===== src/rtl/lsu_mem_stage.sv =====
// MEM-stage load/store unit: holds one request to data memory until mem_resp,
// stalls the pipeline meanwhile, and lane-aligns store data and load results.
module lsu_mem_stage #(
  parameter int DATA_WIDTH = 32,
  parameter int ADDR_WIDTH = 32,
  parameter int BE_WIDTH   = DATA_WIDTH / 8
) (
  input  logic                  clk,
  input  logic                  rst,
  input  logic                  req_valid,
  input  logic                  req_read,
  input  logic                  req_write,
  input  logic [2:0]            req_funct3,
  input  logic [ADDR_WIDTH-1:0] req_addr,
  input  logic [DATA_WIDTH-1:0] req_wdata,
  input  logic                  flush,
  output logic                  stall_out,
  output logic                  mem_read,
  output logic                  mem_write,
  output logic [ADDR_WIDTH-1:0] mem_address,
  output logic [DATA_WIDTH-1:0] mem_wdata,
  output logic [BE_WIDTH-1:0]   mem_byte_enable,
  input  logic [DATA_WIDTH-1:0] mem_rdata,
  input  logic                  mem_resp,
  output logic [DATA_WIDTH-1:0] ld_data,
  output logic                  ld_valid,
  output logic                  access_fault
);

  localparam int OFF_W = $clog2(BE_WIDTH);

  typedef enum logic {IDLE, ACCESS} state_t;
  state_t state, state_next;

  logic [3:0]            req_size;
  logic                  req_legal;
  logic                  req_aligned;
  logic [OFF_W-1:0]      req_off;
  logic                  req_ok;
  logic                  accept;
  logic                  fault;
  logic [BE_WIDTH-1:0]   be_next;
  logic [DATA_WIDTH-1:0] wdata_next;

  logic [OFF_W-1:0]      off_q;
  logic [3:0]            size_q;
  logic                  sext_q;
  logic                  is_read_q;
  logic                  flushed_q;
  logic [DATA_WIDTH-1:0] rdata_shifted;
  logic                  sign_bit;
  logic [DATA_WIDTH-1:0] ld_ext;

  assign req_off = req_addr[OFF_W-1:0];

  always_comb begin
    req_size  = 4'd1;
    req_legal = 1'b1;
    case (req_funct3)
      3'b000, 3'b100: req_size = 4'd1;
      3'b001, 3'b101: req_size = 4'd2;
      3'b010:         req_size = 4'd4;
      3'b110: begin
        req_size  = 4'd4;
        req_legal = req_read && !req_write && (DATA_WIDTH == 64);
      end
      3'b011: begin
        req_size  = 4'd8;
        req_legal = (DATA_WIDTH == 64);
      end
      default: req_legal = 1'b0;
    endcase
  end

  assign req_aligned = (req_off & OFF_W'(req_size - 4'd1)) == '0;

  // Only IDLE evaluates new ops; while busy EX/MEM is frozen on the same op.
  assign req_ok = req_valid && (state == IDLE) && !flush && (req_read || req_write);
  assign accept = req_ok && (req_read ^ req_write) && req_legal && req_aligned;
  assign fault  = req_ok && !((req_read ^ req_write) && req_legal && req_aligned);

  always_comb begin
    be_next    = '0;
    wdata_next = '0;
    for (int i = 0; i < BE_WIDTH; i++) begin
      if (i >= int'(req_off) && i < int'(req_off) + int'(req_size)) be_next[i] = 1'b1;
      if (i < int'(req_size)) wdata_next[8*i +: 8] = req_wdata[8*i +: 8];
    end
    wdata_next = wdata_next << {req_off, 3'b000};
  end

  // Bring the addressed bytes down to lane 0, then fill above with sign or zero.
  always_comb begin
    rdata_shifted = mem_rdata >> {off_q, 3'b000};
    sign_bit      = 1'b0;
    ld_ext        = '0;
    for (int i = 0; i < DATA_WIDTH; i++) begin
      if (i == 8 * int'(size_q) - 1) sign_bit = rdata_shifted[i];
    end
    for (int i = 0; i < DATA_WIDTH; i++) begin
      ld_ext[i] = (i < 8 * int'(size_q)) ? rdata_shifted[i] : (sext_q & sign_bit);
    end
  end

  always_comb begin
    state_next = state;
    stall_out  = 1'b0;
    case (state)
      IDLE: begin
        if (accept) begin
          state_next = ACCESS;
          stall_out  = 1'b1;
        end
      end
      ACCESS: begin
        if (mem_resp) state_next = IDLE;
        else          stall_out  = 1'b1;
      end
      default: state_next = IDLE;
    endcase
  end

  assign mem_read  = (state == ACCESS) && is_read_q;
  assign mem_write = (state == ACCESS) && !is_read_q;

  // A flush seen during ACCESS cannot cancel the bus request, only its writeback.
  always_ff @(posedge clk) begin
    if (rst) begin
      state           <= IDLE;
      mem_address     <= '0;
      mem_wdata       <= '0;
      mem_byte_enable <= '0;
      off_q           <= '0;
      size_q          <= 4'd0;
      sext_q          <= 1'b0;
      is_read_q       <= 1'b0;
      flushed_q       <= 1'b0;
      ld_data         <= '0;
      ld_valid        <= 1'b0;
      access_fault    <= 1'b0;
    end else begin
      state        <= state_next;
      access_fault <= fault;
      ld_valid     <= 1'b0;
      if (accept) begin
        mem_address     <= {req_addr[ADDR_WIDTH-1:OFF_W], {OFF_W{1'b0}}};
        mem_byte_enable <= be_next;
        mem_wdata       <= req_write ? wdata_next : '0;
        off_q           <= req_off;
        size_q          <= req_size;
        sext_q          <= !req_funct3[2];
        is_read_q       <= req_read;
        flushed_q       <= 1'b0;
      end
      if (state == ACCESS) begin
        if (flush) flushed_q <= 1'b1;
        if (mem_resp && is_read_q && !flushed_q && !flush) begin
          ld_data  <= ld_ext;
          ld_valid <= 1'b1;
        end
      end
    end
  end

endmodule

===== config.mk =====
export PLATFORM = sky130hd
export DESIGN_NAME = lsu_mem_stage
export DESIGN_NICKNAME = d
export VERILOG_FILES = /design/src/rtl/lsu_mem_stage.sv
export SDC_FILE = /design/constraint.sdc
export NUM_CORES = 1
export LEC_CHECK = 0
export BUFFER_PORTS_ARGS = -buffer_cell sky130_fd_sc_hd__buf_2
export CAP_MARGIN = 10
export CORE_ASPECT_RATIO = 0.5
export CORE_MARGIN = 2
export CORE_UTILIZATION = 48
export DETAILED_ROUTE_END_ITERATION = 12
export PLACE_DENSITY_LB_ADDON = 0.3
export SKIP_CTS_REPAIR_TIMING = 1
export SLEW_MARGIN = 20
export SYNTH_ARGS = -nofsm -noshare
export SYNTH_HDL_FRONTEND = slang
export SYNTH_SLANG_ARGS = --single-unit

===== constraint.sdc =====
create_clock -name clk -period 2.86 [get_ports clk]
set_input_delay 0.286 -clock clk [delete_from_list [all_inputs] [get_ports clk]]
set_output_delay 0.286 -clock clk [all_outputs]
set_load 0.03 [all_outputs]

==> results.sh, run 1 <==
export IMPL_maxCapViolations=0
export IMPL_synthCells=600
export IMPL_cts_clk_slew_worst_paths_ps=70
export IMPL_yosysMostFrequentCell="nand2_1"
export IMPL_max_freq_mhz=383
export IMPL_post_route_util_pct=63.9
export IMPL_dr_pass1_iters=5
export IMPL_ant_nets=0
export IMPL_n_fill_cell=946
export IMPL_area_delta_synth_final_pct=28.4
export IMPL_critPathKind="in -> out"
export IMPL_setup_viol=0
export IMPL_io_buffer_count=208
export IMPL_max_vdd_ir_drop_mv=0.329
export IMPL_r2r_slack_ps=470
export IMPL_synth_cell_type_count=50
export IMPL_synth_edf_count=0
export IMPL_drtIter0Drc=325
export IMPL_insertion_delay_ps=340
export IMPL_antenna_found_initial=0
export IMPL_synthArstFlopShare_pct=0
export IMPL_synth_top_area_share_pct=43.1
export IMPL_cts_sinks=110
export IMPL_start_util_pct=49.8
export IMPL_start_kind="input port"
export IMPL_core_rowCount=26
export IMPL_hpwl_mm=10.7
export IMPL_gr_total_overflow=0
export IMPL_yosysSeqAreaShare_pct=43.1
export IMPL_min_period_ps=2610
export IMPL_whs_path_depth=3
export IMPL_root_buffer="clkbuf_16"
export IMPL_cpPeakStageDelay_ps=640
export IMPL_timing_final_crit_share_pct=91.3
export IMPL_synthTopCellsByArea="dfxtp_1, nand2_1, a21oi_1"
export IMPL_htreeDepth=3
export IMPL_drt_wl_total_mm=14.6
export IMPL_slew_viol_final=0
export IMPL_setup_tns_ps=0
export IMPL_vias_per_cell=5.44
export IMPL_timing_rr_start="size_q[0]"
export IMPL_p_leak_nw=2.83
export IMPL_die_h_um=77.0
export IMPL_path_cells="buf_2 -> nand2b_1 -> inv_1 -> nor2_1 -> inv_1 -> ha_1 -> nand2b_1 -> or3_2 -> o21ai_0 -> buf_2"
export IMPL_vias=5088
export IMPL_min_to="mem_address[20]"
export IMPL_hold_violations=0
export IMPL_tightest_slew_ps=930
export IMPL_grt_setup_unrepaired="no"
export IMPL_gr_usage_all_layers_pct=25.1
export IMPL_cts_tree="yes"
export IMPL_die_width_um=150
export IMPL_cp_data_required_time_ps=2570
export IMPL_synth_ff_type="dfxtp_1"
export IMPL_synth_common_cells="nand2_1, dfxtp_1, a21oi_1, nor2_1, mux2i_1"
export IMPL_gp_congestion=0.867
export IMPL_crit_slowest_cell="or3_2"
export IMPL_hp_start="req_addr[20]"
export IMPL_coreArea_um2=10300
export IMPL_reg2reg_depth=6
export IMPL_nNetsFinal=905
export IMPL_fin_skew_ps=7.48
export IMPL_cp_max_fo=10
export IMPL_avgSynthCellArea_um2=8.52
export IMPL_startpoint="req_funct3[1]"
export IMPL_slew_headroom_pct=37.6
export IMPL_grt_max_degree=64
export IMPL_pin_count=211
export IMPL_yosysTopAreaCell="dfxtp_1"
export IMPL_synth_area_um2=5110
export IMPL_cp_end_kind="output pin"
export IMPL_hold_class="in -> reg"
export IMPL_power_density_nw_per_um2=477
export IMPL_drc=0
export IMPL_r2r_end="ld_data[17]"
export IMPL_yosysWarnings=0
export IMPL_synth_seq_cells=110
export IMPL_grt_pass1_vias=4729
export IMPL_cts_buffers=9
export IMPL_die_area_um2=11500
export IMPL_status="completed"
export IMPL_cts_buffer_depth=2
export IMPL_final_layout_size_suffix_gt1_share_pct=32.5
export IMPL_wire_per_inst_um=15.5
export IMPL_diodes=0
export IMPL_arrival_ps=2320
export IMPL_grt_pass1_wl_mm=23.4
-- critical path: cells and delay by family --
family,cells,cell delay [ps]
adder cells (fa/ha/maj),1,170
buffers and inverters,4,520
AND/OR/NAND/NOR,4,1210
AO/OA/AOI/OAI,1,140
-- flip-flops by register name, indices dropped and copies added (netlist names) --
register	count
is_read_q	1
flushed_q	1
mem_wdata	32
mem_address	30
size_q	4
ld_valid	1
sext_q	1
mem_byte_enable	4
state	1
ld_data	32
access_fault	1
off_q	2
-- cell usage in the layout (no fill, tap or decap), types with 9 or more instances in the layout --
cell	count
buf_2	207
nand2_1	115
dfxtp_1	110
a21oi_1	73
nor2_1	44
mux2i_1	30
a211oi_1	26
nand3_1	18
buf_4	13
inv_1	11
and2_1	11
o21ai_0	10
a22oi_1	10
clkbuf_16	9
-- how the worst max path moves through the flow --
| stage | endpoint | slack [ps] | cells after the start |
|---|---|---|---|
| detailed placement | mem_wdata[11] | 200 | 10 |
| CTS | stall_out | 250 | 10 |
| finish | stall_out | 250 | 10 |
| global placement | mem_wdata[14] | 330 | 10 |
| floorplan | stall_out | 550 | 10 |
| global route | stall_out | 60 | 10 |
-- per-stage QoR --
| stage | setup WS [ps] | power (mW) | hold WS, ps | instances | cell area, µm² |
|---|---|---|---|---|---|
| 2_1_floorplan | 550 | 1.78 | 382 | 601 | 5120 |
| 3_3_place_gp | 334 | 1.92 | 437 | 920 | 6270 |
| 3_5_place_dp | 203 | 1.93 | 441 | 920 | 6270 |
| 4_1_cts | 248 | 3.16 | 157 | 936 | 6570 |
| 5_1_grt | 56.3 | 3.25 | 169 | 936 | 6570 |
| 6_report | 249 | 3.13 | 176 | 936 | 6570 |
-- where the power goes --
group	switching [mW]	leakage, nW	internal [mW]
combinational	0.208	1.81	0.132
sequential	0.00812	0.887	1.54
clock	0.564	0.134	0.677
-- per-layer routing --
layer  vias to the layer above  global-route usage, %  routed length, µm  part of all wire, %
met1                      2379                   33.9               6540                   45
met3                        16                   5.42                963                  6.6
li1                       2521                      -                  -                    -
met4                         0                   6.79                192                  1.3
met5                         -                      0                  0                    0
met2                       172                   40.9               6850                   47
-- final cells by class --
class	instances	area, µm²	share of cell area (%)
sequential	110	2200	33.5
clock inverter	6	62.6	0.953
inverter	12	45.0	0.686
clock buffer	10	229	3.49
tap	140	175	2.67
timing repair buffer	222	1170	17.9
multi-input combinational	436	2680	40.8
-- cell families (layout without fill, tap and decap cells) --
kind of cell / after synthesis / count (layout) / share of synthesized area [%]
compound gates: 171 / 171 / 23.5
xor+xnor: 1 / 1 / 0.171
fa+ha+maj: 8 / 8 / 2.10
buf+inv: 55 / 250 / 4.82
flops: 110 / 110 / 43.1
mux: 38 / 38 / 7.63
other cells: 1 / 2 / 0.0733
simple gates: 216 / 216 / 18.7
(Power assumes the default switching activity.)
==> run 2, diff against run 1 <==
CORE_UTILIZATION = 40   (was 48)
==> run 2 against run 1 <==
Net effect: first-iteration DRC count increased by 21%; final cell count up 3.2%; sequential power about the same; core utilization down 11 points; setup slack better by 31 ps; die area increased by 19%; register-to-register slack worse by 50 ps.
==> results.sh, run 2 (synthesized netlist as in run 1, its figures left out) <==
export IMPL_status="completed"
export IMPL_slew_headroom_pct=40.8
export IMPL_cts_sinks=110
export IMPL_coreArea_um2=12600
export IMPL_vias=5134
export IMPL_hold_violations=0
export IMPL_setup_tns_ps=0
export IMPL_start_util_pct=40.6
export IMPL_top_regs="ld_data: 32 flops, mem_wdata: 32 flops, mem_address: 30 flops"
export IMPL_cts_buffers=9
export IMPL_hold_ws_ps=180
export IMPL_gr_usage_all_layers_pct=21.6
export IMPL_min_period_ps=2580
export IMPL_power_density_nw_per_um2=500
export IMPL_root_buffer="clkbuf_16"
export IMPL_diodes=0
export IMPL_critPathKind="in -> out"
export IMPL_mostFrequentLayoutCell="buf_2"
export IMPL_htreeDepth=3
export IMPL_insertion_delay_ps=340
export IMPL_final_layout_size_suffix_gt1_share_pct=32.5
export IMPL_area_delta_synth_final_pct=29.8
export IMPL_setup_viol=0
export IMPL_gr_total_overflow=0
export IMPL_cp_data_required_time_ps=2570
export IMPL_tightest_slew_ps=885
export IMPL_max_vdd_ir_drop_mv=0.312
export IMPL_vias_per_cell=5.31
export IMPL_die_width_um=164
export IMPL_start_kind="input port"
export IMPL_antenna_found_initial=0
export IMPL_grt_max_degree=49
export IMPL_gp_congestion=0.882
export IMPL_p_leak_nw=2.85
export IMPL_die_area_um2=13800
export IMPL_cts_clk_slew_worst_paths_ps=70
export IMPL_ff_latch_area_um2=2200
export IMPL_grt_pass1_wl_mm=23.9
export IMPL_io_buffer_count=208
export IMPL_wire_per_inst_um=15.7
export IMPL_grt_pass1_vias=4711
export IMPL_fin_skew_ps=8.08
export IMPL_max_freq_mhz=388
export IMPL_nNetsFinal=905
export IMPL_die_h_um=84.0
export IMPL_grt_setup_unrepaired="no"
export IMPL_cts_tree="yes"
export IMPL_cp_end_kind="output pin"
export IMPL_multi_input_area_um2=2680
export IMPL_dr_pass1_iters=5
export IMPL_hpwl_mm=11.2
export IMPL_slew_viol_final=0
export IMPL_drtIter0Drc=392
export IMPL_pin_count=211
export IMPL_maxCapViolations=0
export IMPL_arrival_ps=2290
export IMPL_core_rowCount=29
export IMPL_cts_buffer_depth=2
export IMPL_timing_final_crit_share_pct=90.2
export IMPL_drc=0
export IMPL_layout_common_cells="buf_2, nand2_1, dfxtp_1"
export IMPL_n_fill_cell=1216
export IMPL_ant_nets=0
export IMPL_cp_max_fo=9
export IMPL_hold_class="in -> reg"
export IMPL_drt_wl_total_mm=15.2
[run 2: cell count changes in the layout (fill, tap and decap cells not counted), sizes merged]
cell,before,now
bufinv,1,3
clkinv,3,2
clkinvlp,3,2
[run 2: worst paths after layout]
check	endpoint	slack (ps)	cells past startpoint	start
worst max-delay path	stall_out	280	10	req_funct3[1]
worst min-delay path	mem_address[20]	180	3	req_addr[20]
worst max register to register	ld_data[7]	420	6	size_q[0]
worst min register to register	mem_address[21]	450	2	mem_address[21]
[run 2: cell type report]
class / count / share of cell area [%]
well taps: 170 / 3.20
repair buffers: 222 / 17.5
inverters: 12 / 0.679
multi-input cells: 436 / 40.3
clock inverters: 6 / 1.66
clock buffers: 10 / 3.45
flip-flops and latches: 110 / 33.2
[run 2: metal layers]
layer	global-route usage [%]	wire [µm]
met2	34.1	7100
met5	0	0
met1	29.9	6970
met4	5.42	171
met3	5.02	961
[run 2: power breakdown]
part / internal [mW] / switching, mW / leakage [nW] / total [mW]
registers: 1.54 / 0.00920 / 0.887 / 1.55
clock network: 0.856 / 0.564 / 0.159 / 1.42
logic: 0.133 / 0.212 / 1.80 / 0.344
[run 2: stage by stage]
stage | instances | util, % | total power, mW | instance area [µm²] | setup slack [ps]
after floorplan | 601 | - | 1.78 | 5120 | 550
after global placement | 950 | 50.0 | 1.93 | 6300 | 326
after detailed placement | 950 | 50.0 | 1.93 | 6300 | 160
after CTS | 966 | 52.7 | 3.35 | 6640 | 288
after global routing | 966 | 52.7 | 3.46 | 6640 | 45.2
final | 966 | 52.7 | 3.32 | 6640 | 280
[run 2: worst max-delay path, cell delays in order]
cell and delay (ps):
buf_2 130, nand2b_1 160, inv_1 90, nor2_1 190, inv_1 70, ha_1 170
nand2b_1 230, or3_2 610, o21ai_0 130, buf_2 230
